===== config.mk =====
export PLATFORM = sky130hd
export DESIGN_NAME = spi_slave_core_flat
export DESIGN_NICKNAME = d
export VERILOG_FILES = /design/src/rtl/spi_pkg.sv /design/src/rtl/spi_bus_if.sv /design/src/rtl/spi_pin_sync.sv /design/src/rtl/spi_slave_core.sv /design/src/flat_wrapper.sv
export SDC_FILE = /design/constraint.sdc
export NUM_CORES = 1
export LEC_CHECK = 0
export BUFFER_PORTS_ARGS = -buffer_cell sky130_fd_sc_hd__buf_2
export CORE_ASPECT_RATIO = 1.5
export CORE_MARGIN = 1.5
export CORE_UTILIZATION = 35
export CTS_CLUSTER_DIAMETER = 30
export DETAILED_ROUTE_END_ITERATION = 7
export PLACE_DENSITY = 0.51
export SYNTH_ARGS = -nofsm -noshare
export SYNTH_HDL_FRONTEND = slang
export SYNTH_SLANG_ARGS = --single-unit

===== constraint.sdc =====
create_clock -name clk -period 5.3 [get_ports clk]
set_clock_uncertainty 0.2 [all_clocks]
set_input_delay 0 -clock clk [delete_from_list [all_inputs] [get_ports clk]]
set_output_delay 0 -clock clk [all_outputs]
set_load 0.05 [all_outputs]

===== src/rtl/spi_pkg.sv =====
// SPI slave shared types and defaults.
// Imported by the pin synchroniser and the slave core.
package spi_pkg;

  typedef enum logic {SPI_IDLE, SPI_SHIFT} spi_state_e;

  localparam int SPI_SYNC_DEFAULT = 2;

endpackage


===== src/rtl/spi_bus_if.sv =====
// SPI pin bundle between a master and a slave.
// The slave consumes cs_n/sck/mosi and drives miso.
interface spi_bus;

  logic cs_n;
  logic sck;
  logic mosi;
  logic miso;

  modport master (
    output cs_n,
    output sck,
    output mosi,
    input  miso
  );

  modport slave (
    input  cs_n,
    input  sck,
    input  mosi,
    output miso
  );

endinterface


===== src/rtl/spi_pin_sync.sv =====
// N-stage pin synchroniser plus a history flop.
// Gives the synced level and 1-cycle rise/fall strobes.
module spi_pin_sync
  import spi_pkg::*;
#(
  parameter int   STAGES  = SPI_SYNC_DEFAULT,
  parameter logic RST_VAL = 1'b0
) (
  input  logic clk,
  input  logic rst_n,
  input  logic pin,
  output logic level,
  output logic rise,
  output logic fall
);

  logic [STAGES-1:0] sync_q;
  logic              hist_q;

  // synchroniser chain then one history flop for edge detection
  always_ff @(posedge clk or negedge rst_n) begin
    if (!rst_n) begin
      sync_q <= {STAGES{RST_VAL}};
      hist_q <= RST_VAL;
    end else begin
      sync_q <= {sync_q[STAGES-2:0], pin};
      hist_q <= sync_q[STAGES-1];
    end
  end

  assign level = sync_q[STAGES-1];
  assign rise  = level & ~hist_q;
  assign fall  = ~level & hist_q;

endmodule


===== src/rtl/spi_slave_core.sv =====
// SPI mode-0 slave: oversampled pins, RX word pulse,
// TX holding register with valid/ready handshake.
module spi_slave_core
  import spi_pkg::*;
#(
  parameter int             DW          = 8,
  parameter bit             MSB_FIRST   = 1'b1,
  parameter int             SYNC_STAGES = SPI_SYNC_DEFAULT,
  parameter logic [DW-1:0]  IDLE_WORD   = '0
) (
  input  logic          clk,
  input  logic          rst_n,
  spi_bus.slave         bus,
  output logic [DW-1:0] rx_data,
  output logic          rx_valid,
  input  logic [DW-1:0] tx_data,
  input  logic          tx_valid,
  output logic          tx_ready,
  output logic          tx_underrun,
  output logic          frame_abort,
  output logic          busy
);

  localparam int CW = $clog2(DW + 1);

  logic cs_lvl, cs_rise, cs_fall;
  logic sck_lvl, sck_rise, sck_fall;
  logic mosi_s, mosi_rise, mosi_fall;
  logic unused_pins;

  spi_pin_sync #(.STAGES(SYNC_STAGES), .RST_VAL(1'b1)) u_cs (
    .clk(clk), .rst_n(rst_n), .pin(bus.cs_n),
    .level(cs_lvl), .rise(cs_rise), .fall(cs_fall)
  );

  spi_pin_sync #(.STAGES(SYNC_STAGES), .RST_VAL(1'b0)) u_sck (
    .clk(clk), .rst_n(rst_n), .pin(bus.sck),
    .level(sck_lvl), .rise(sck_rise), .fall(sck_fall)
  );

  spi_pin_sync #(.STAGES(SYNC_STAGES), .RST_VAL(1'b0)) u_mosi (
    .clk(clk), .rst_n(rst_n), .pin(bus.mosi),
    .level(mosi_s), .rise(mosi_rise), .fall(mosi_fall)
  );

  assign unused_pins = ^{cs_lvl, sck_lvl, mosi_rise, mosi_fall};

  spi_state_e    state_q, state_d;
  logic [CW-1:0] bit_cnt;
  logic          word_done;
  logic          rx_done;
  logic [DW-1:0] rx_shift;
  logic [DW-1:0] tx_shift;
  logic [DW-1:0] hold_q;
  logic          hold_full;

  logic active, do_rise, do_fall, last_bit;
  logic first_load, word_load, load, accept;

  // cs_rise wins over any sck strobe in the same cycle
  assign active     = (state_q == SPI_SHIFT) && !cs_rise;
  assign do_rise    = active && sck_rise;
  assign do_fall    = active && sck_fall;
  assign last_bit   = (bit_cnt == CW'(DW - 1));
  assign first_load = (state_q == SPI_IDLE) && cs_fall;
  assign word_load  = do_fall && word_done;
  assign load       = first_load || word_load;
  assign accept     = tx_valid && tx_ready;

  assign tx_ready = !hold_full;
  assign busy     = (state_q == SPI_SHIFT);
  assign bus.miso = (state_q == SPI_SHIFT) ?
                    (MSB_FIRST ? tx_shift[DW-1] : tx_shift[0]) :
                    1'b0;

  // frame state register
  always_ff @(posedge clk or negedge rst_n) begin
    if (!rst_n) state_q <= SPI_IDLE;
    else        state_q <= state_d;
  end

  // frame next-state: open on cs fall, close on cs rise
  always_comb begin
    state_d = state_q;
    unique case (state_q)
      SPI_IDLE:  if (cs_fall) state_d = SPI_SHIFT;
      SPI_SHIFT: if (cs_rise) state_d = SPI_IDLE;
      default:   state_d = SPI_IDLE;
    endcase
  end

  // bit counter, word-boundary flag and receive shifter
  always_ff @(posedge clk or negedge rst_n) begin
    if (!rst_n) begin
      bit_cnt   <= '0;
      word_done <= 1'b0;
      rx_done   <= 1'b0;
      rx_shift  <= '0;
    end else begin
      rx_done <= do_rise && last_bit;
      if (cs_rise) begin
        bit_cnt   <= '0;
        word_done <= 1'b0;
      end else if (do_rise) begin
        bit_cnt <= last_bit ? '0 : bit_cnt + 1'b1;
        if (last_bit) word_done <= 1'b1;
        if (MSB_FIRST) rx_shift <= {rx_shift[DW-2:0], mosi_s};
        else           rx_shift <= {mosi_s, rx_shift[DW-1:1]};
      end else if (word_load) begin
        word_done <= 1'b0;
      end
    end
  end

  // rx word register and status pulses
  always_ff @(posedge clk or negedge rst_n) begin
    if (!rst_n) begin
      rx_data     <= '0;
      rx_valid    <= 1'b0;
      tx_underrun <= 1'b0;
      frame_abort <= 1'b0;
    end else begin
      rx_valid    <= rx_done;
      tx_underrun <= word_load && !hold_full;
      frame_abort <= (state_q == SPI_SHIFT) && cs_rise &&
                     (bit_cnt != '0);
      if (rx_done) rx_data <= rx_shift;
    end
  end

  // tx holding register; a fresh word never joins the load under way
  always_ff @(posedge clk or negedge rst_n) begin
    if (!rst_n) begin
      hold_q    <= '0;
      hold_full <= 1'b0;
    end else if (accept) begin
      hold_q    <= tx_data;
      hold_full <= 1'b1;
    end else if (load) begin
      hold_full <= 1'b0;
    end
  end

  // tx shifter: load at word start, advance on non-boundary sck fall
  always_ff @(posedge clk or negedge rst_n) begin
    if (!rst_n) begin
      tx_shift <= '0;
    end else if (load) begin
      tx_shift <= hold_full ? hold_q : IDLE_WORD;
    end else if (do_fall) begin
      if (MSB_FIRST) tx_shift <= {tx_shift[DW-2:0], 1'b0};
      else           tx_shift <= {1'b0, tx_shift[DW-1:1]};
    end
  end

endmodule

===== src/flat_wrapper.sv =====
// flat-port wrapper written by rule: the top's interface ports become plain ports
module spi_slave_core_flat import spi_pkg::*;
#(
  parameter int             DW          = 8,
  parameter bit             MSB_FIRST   = 1'b1,
  parameter int             SYNC_STAGES = SPI_SYNC_DEFAULT,
  parameter logic [DW-1:0]  IDLE_WORD   = '0
)
  (clk, rst_n, rx_data, rx_valid, tx_data, tx_valid, tx_ready, tx_underrun, frame_abort, busy, bus_cs_n, bus_sck, bus_mosi, bus_miso);
  spi_bus bus_i ();
  input  logic clk;
  input  logic rst_n;
  output logic [DW-1:0] rx_data;
  output logic rx_valid;
  input  logic [DW-1:0] tx_data;
  input  logic tx_valid;
  output logic tx_ready;
  output logic tx_underrun;
  output logic frame_abort;
  output logic busy;
  input wire logic [$bits(bus_i.cs_n)-1:0] bus_cs_n;
  input wire logic [$bits(bus_i.sck)-1:0] bus_sck;
  input wire logic [$bits(bus_i.mosi)-1:0] bus_mosi;
  output wire logic [$bits(bus_i.miso)-1:0] bus_miso;
  assign bus_i.cs_n = bus_cs_n;
  assign bus_i.sck = bus_sck;
  assign bus_i.mosi = bus_mosi;
  assign bus_miso = bus_i.miso;
  spi_slave_core #(.DW(DW), .MSB_FIRST(MSB_FIRST), .SYNC_STAGES(SYNC_STAGES), .IDLE_WORD(IDLE_WORD)) u_core (.clk(clk), .rst_n(rst_n), .bus(bus_i), .rx_data(rx_data), .rx_valid(rx_valid), .tx_data(tx_data), .tx_valid(tx_valid), .tx_ready(tx_ready), .tx_underrun(tx_underrun), .frame_abort(frame_abort), .busy(busy));
endmodule

==> metrics <==
# nets final 198; Critical Path RT around 5.3 ns; largest net degree at the start of global routing 52; transition time of the tightest slew-check pin between 1 and 1.5 ns; number of antenna violations at the first check in global routing 0; count of yosys warnings during synthesis 0; TritonCTS clock tree built; HPWL after detailed placement around 2400 µm; kind of launch point of the worst setup path flip-flop; synthesized-area fraction occupied by and/or/nand/nor cells 7.96%; library cell used as clock root buffer sky130_fd_sc_hd__clkbuf_8; DIE AREA between 6000 and 7000 µm²; master of the slowest instance on the critical path sky130_fd_sc_hd__dfstp_2; pre-CTS setup slack a little over 3 ns; flip-flop and latch area 1280 µm²; Avg WL per Cell between 10 and 15 µm; cell area after technology mapping just over 2000 µm²; Leak Pwr roughly 0.0011 µW; Max-Slew Margin vs Limit a little over a quarter; Critical Path End Type flip-flop; number of iterations in the first detailed-routing pass 2; via count of the first global-routing pass 1346; cells along the critical path nand2b_4 > nand4b_1 > or3_1 > a21oi_1; post-synthesis mux area share approximately 14%; Synth Register Bits 51; Critical Path Fanout Max 13; htree depth 2; result of the run completed; global-route wire length before repair approximately 6100 µm; worst hold path startpoint tx_valid; Worst Reg2Reg Path Length in Cells 4; count of pins over their slew limit 0; minimum hold slack between 0.05 and 0.06 ns; fraction of synthesized cell area taken by the top area cell type approximately 60%; combinational family with the most area after synthesis multiplexers; Critical Path Max Stage Delay 0.55 ns; final worst-path cycle share between 40 and 50%; number of fill cells in the layout 530; Top-Level Pins 28; effective utilization at floorplan between 30% and 40%; CP Launch Point u_core.u_cs.hist_q; Setup Viol. Count Final 0; Antenna Violating Nets Remaining 0; Hold Crit Depth 3; portion of the post-synthesis area used by sequential elements 63.6%; type of the tightest min-delay check in -> reg; xor and xnor area share after synthesis 0%; final total negative setup slack 0 ns; Yosys cell types 31; footprint of the multi-input gates ~680 µm²; Area Overhead vs Synth 19.8%; maximum clock rate approximately 470 MHz; arrival time worst endpoint roughly 2.2 ns; number of sinks on the clock net ~50; vias after detailed routing 1234; diode insertion count for antenna repair 0; die width 64.9 µm; Placeable Area between 5000 and 6000 µm²; Tmin final about 2.1 ns; Power Dens Cells a little under 400 nW/µm²; Max Root-Sink Buffers 2; GRT Total Usage 12.8%; smallest setup slack after layout roughly 3.2 ns; count of input and output buffers 27; top area cells in the synthesized netlist sky130_fd_sc_hd__dfrtp_1 60%, sky130_fd_sc_hd__mux2_2 14%, sky130_fd_sc_hd__dfstp_2 3.9%; Iter 0 DRT Violations 26; count of standard-cell rows 33; clock latency at the later pin of the worst-skew pair 0.30 ns; final hold vios 0; share of final-layout standard cells stronger than drive strength 1 36.1%; RePlAce Congestion ~0.73; max-cap viol count 0; final routed DRC violation total 0; adder-cell share of the synthesized area 1.24%; startpoint of the worst register-to-register path u_core.u_cs.hist_q; setup repair after global routing missed its margin false; cts bufs inserted 5; complex-gate fraction of the synthesized area between 10% and 20%; average size of a mapped cell around 14 µm²; Synth Net Count roughly 160; worst voltage drop across the vdd grid about 0.00021 V; dominant cell type by area after synthesis sky130_fd_sc_hd__dfrtp_1; final global-route overflow total 0; Post-Syn Instances ~140; category of the critical setup timing path reg -> reg; height of the chip between 90 and 100 µm; post-detailed-route via-to-cell ratio between 4 and 5; total wire length after detailed routing 3510 µm; Reg clk slew, reported paths 0.09 ns
-- cell usage in the layout (no fill, tap or decap), types with 2 or more instances in the layout --
cell type / Yosys / routed
sky130_fd_sc_hd__o221a_1: 7 / 7
sky130_fd_sc_hd__o21ai_0: 2 / 2
sky130_fd_sc_hd__nor2_1: 4 / 4
sky130_fd_sc_hd__buf_2: 2 / 27
sky130_fd_sc_hd__inv_1: 6 / 6
sky130_fd_sc_hd__a21o_1: 8 / 8
sky130_fd_sc_hd__dlygate4sd3_1: 0 / 12
sky130_fd_sc_hd__nand2_1: 7 / 7
sky130_fd_sc_hd__clkbuf_8: 0 / 5
sky130_fd_sc_hd__dfrtp_1: 48 / 48
sky130_fd_sc_hd__clkinvlp_4: 0 / 2
sky130_fd_sc_hd__a21oi_1: 3 / 3
sky130_fd_sc_hd__mux2_2: 25 / 25
sky130_fd_sc_hd__nand4b_1: 2 / 2
sky130_fd_sc_hd__ha_1: 2 / 2
sky130_fd_sc_hd__nor2b_1: 4 / 4
sky130_fd_sc_hd__dfstp_2: 3 / 3
-- worst max-delay path: cells and delay by family (launching register included) --
kind | cells | cell delay [ns]
flops | 1 | 0.55
simple gates | 3 | 1.19
compound gates | 1 | 0.14
-- report_power, final --
group	switching [µW]	internal, µW	leakage (µW)
Clock	129	92.0	0.0000402
Sequential	69.8	481	0.000636
Combinational	84.4	98.6	0.000446
-- sequential cells by signal (all words and copies together) (netlist names), 2 cells and up --
register,cells
u_core.bit_cnt,4
u_core.hold_q,8
u_core.rx_data,8
u_core.rx_shift,8
u_core.tx_shift,8
u_core.u_cs.sync_q,2
u_core.u_mosi.sync_q,2
u_core.u_sck.sync_q,2
-- logic make-up after synthesis --
family | count (synthesis)
muxes | 26
buffers and inverters | 12
and+or+nand+nor | 27
AOI/OAI and AO/OA | 24
DFF | 51
adders and majority gates | 2
-- layer usage --
layer  global-route usage, %  routed length [µm]  up-vias
met2                    23.0                1840       26
li1                        -                   -      581
met4                    5.32                  65        0
met3                    3.16                 128        7
met1                    14.3                1480      620
met5                       0                   0        -
-- metrics by stage --
step	utilization (%)	instance area [µm²]	power (µW)	instances
6_report	43.9	2410	955	253
5_1_grt	43.9	2410	1020	253
4_1_cts	43.9	2410	970	253
3_5_place_dp	40.1	2200	738	233
3_3_place_gp	40.1	2200	726	233
2_1_floorplan	-	2010	681	142
-- repair_timing --
action                                 in CTS  in global routing
endpoints found under the hold margin      59                  0
hold buffers                               12                  0
setup buffers                               0                  0
gates resized for setup                     0                  0
-- cells in the mapped netlist --
| master | instances |
|---|---|
| sky130_fd_sc_hd__dfrtp_1 | 48 |
| sky130_fd_sc_hd__mux2_2 | 25 |
| sky130_fd_sc_hd__a21o_1 | 8 |
| sky130_fd_sc_hd__nand2_1 | 7 |
| sky130_fd_sc_hd__o221a_1 | 7 |
| sky130_fd_sc_hd__inv_1 | 6 |
| sky130_fd_sc_hd__nor2_1 | 4 |
| sky130_fd_sc_hd__nor2b_1 | 4 |
| sky130_fd_sc_hd__a21oi_1 | 3 |
| sky130_fd_sc_hd__clkbuf_1 | 3 |
| sky130_fd_sc_hd__dfstp_2 | 3 |
| sky130_fd_sc_hd__buf_2 | 2 |
| sky130_fd_sc_hd__ha_1 | 2 |
| sky130_fd_sc_hd__nand4b_1 | 2 |
| sky130_fd_sc_hd__o21ai_0 | 2 |
| sky130_fd_sc_hd__a2111oi_0 | 1 |
| sky130_fd_sc_hd__a31oi_1 | 1 |
| sky130_fd_sc_hd__a41oi_2 | 1 |
| sky130_fd_sc_hd__and2_1 | 1 |
| sky130_fd_sc_hd__and3_1 | 1 |
| sky130_fd_sc_hd__and3_4 | 1 |
| sky130_fd_sc_hd__buf_6 | 1 |
| sky130_fd_sc_hd__mux2i_1 | 1 |
| sky130_fd_sc_hd__nand2b_1 | 1 |
| sky130_fd_sc_hd__nand2b_4 | 1 |
| sky130_fd_sc_hd__nor3_1 | 1 |
| sky130_fd_sc_hd__nor3b_1 | 1 |
| sky130_fd_sc_hd__o22ai_1 | 1 |
| sky130_fd_sc_hd__or2_1 | 1 |
| sky130_fd_sc_hd__or3_1 | 1 |
| sky130_fd_sc_hd__or4_1 | 1 |
-- layout make-up --
type	count	area share (%)
Multi-Input combinational cell	79	28.1
Clock buffer	5	2.85
Inverter	6	0.934
Tap cell	70	3.63
Clock inverter	3	0.830
Sequential cell	51	53.1
Timing Repair Buffer	39	10.6
-- final timing paths --
| path | endpoint | slack, ns |
|---|---|---|
| max | u_core.bit_cnt[0] | 3.15 |
| min | u_core.hold_full | 0.05 |
| max reg2reg | u_core.bit_cnt[0] | 3.15 |
| min reg2reg | u_core.u_mosi.sync_q[1] | 0.16 |
| max in group asynchronous | u_core.tx_shift[0] | 4.00 |
| min in group asynchronous | u_core.frame_abort | 0.24 |
Note: power is estimated with default switching activity, not from simulation.
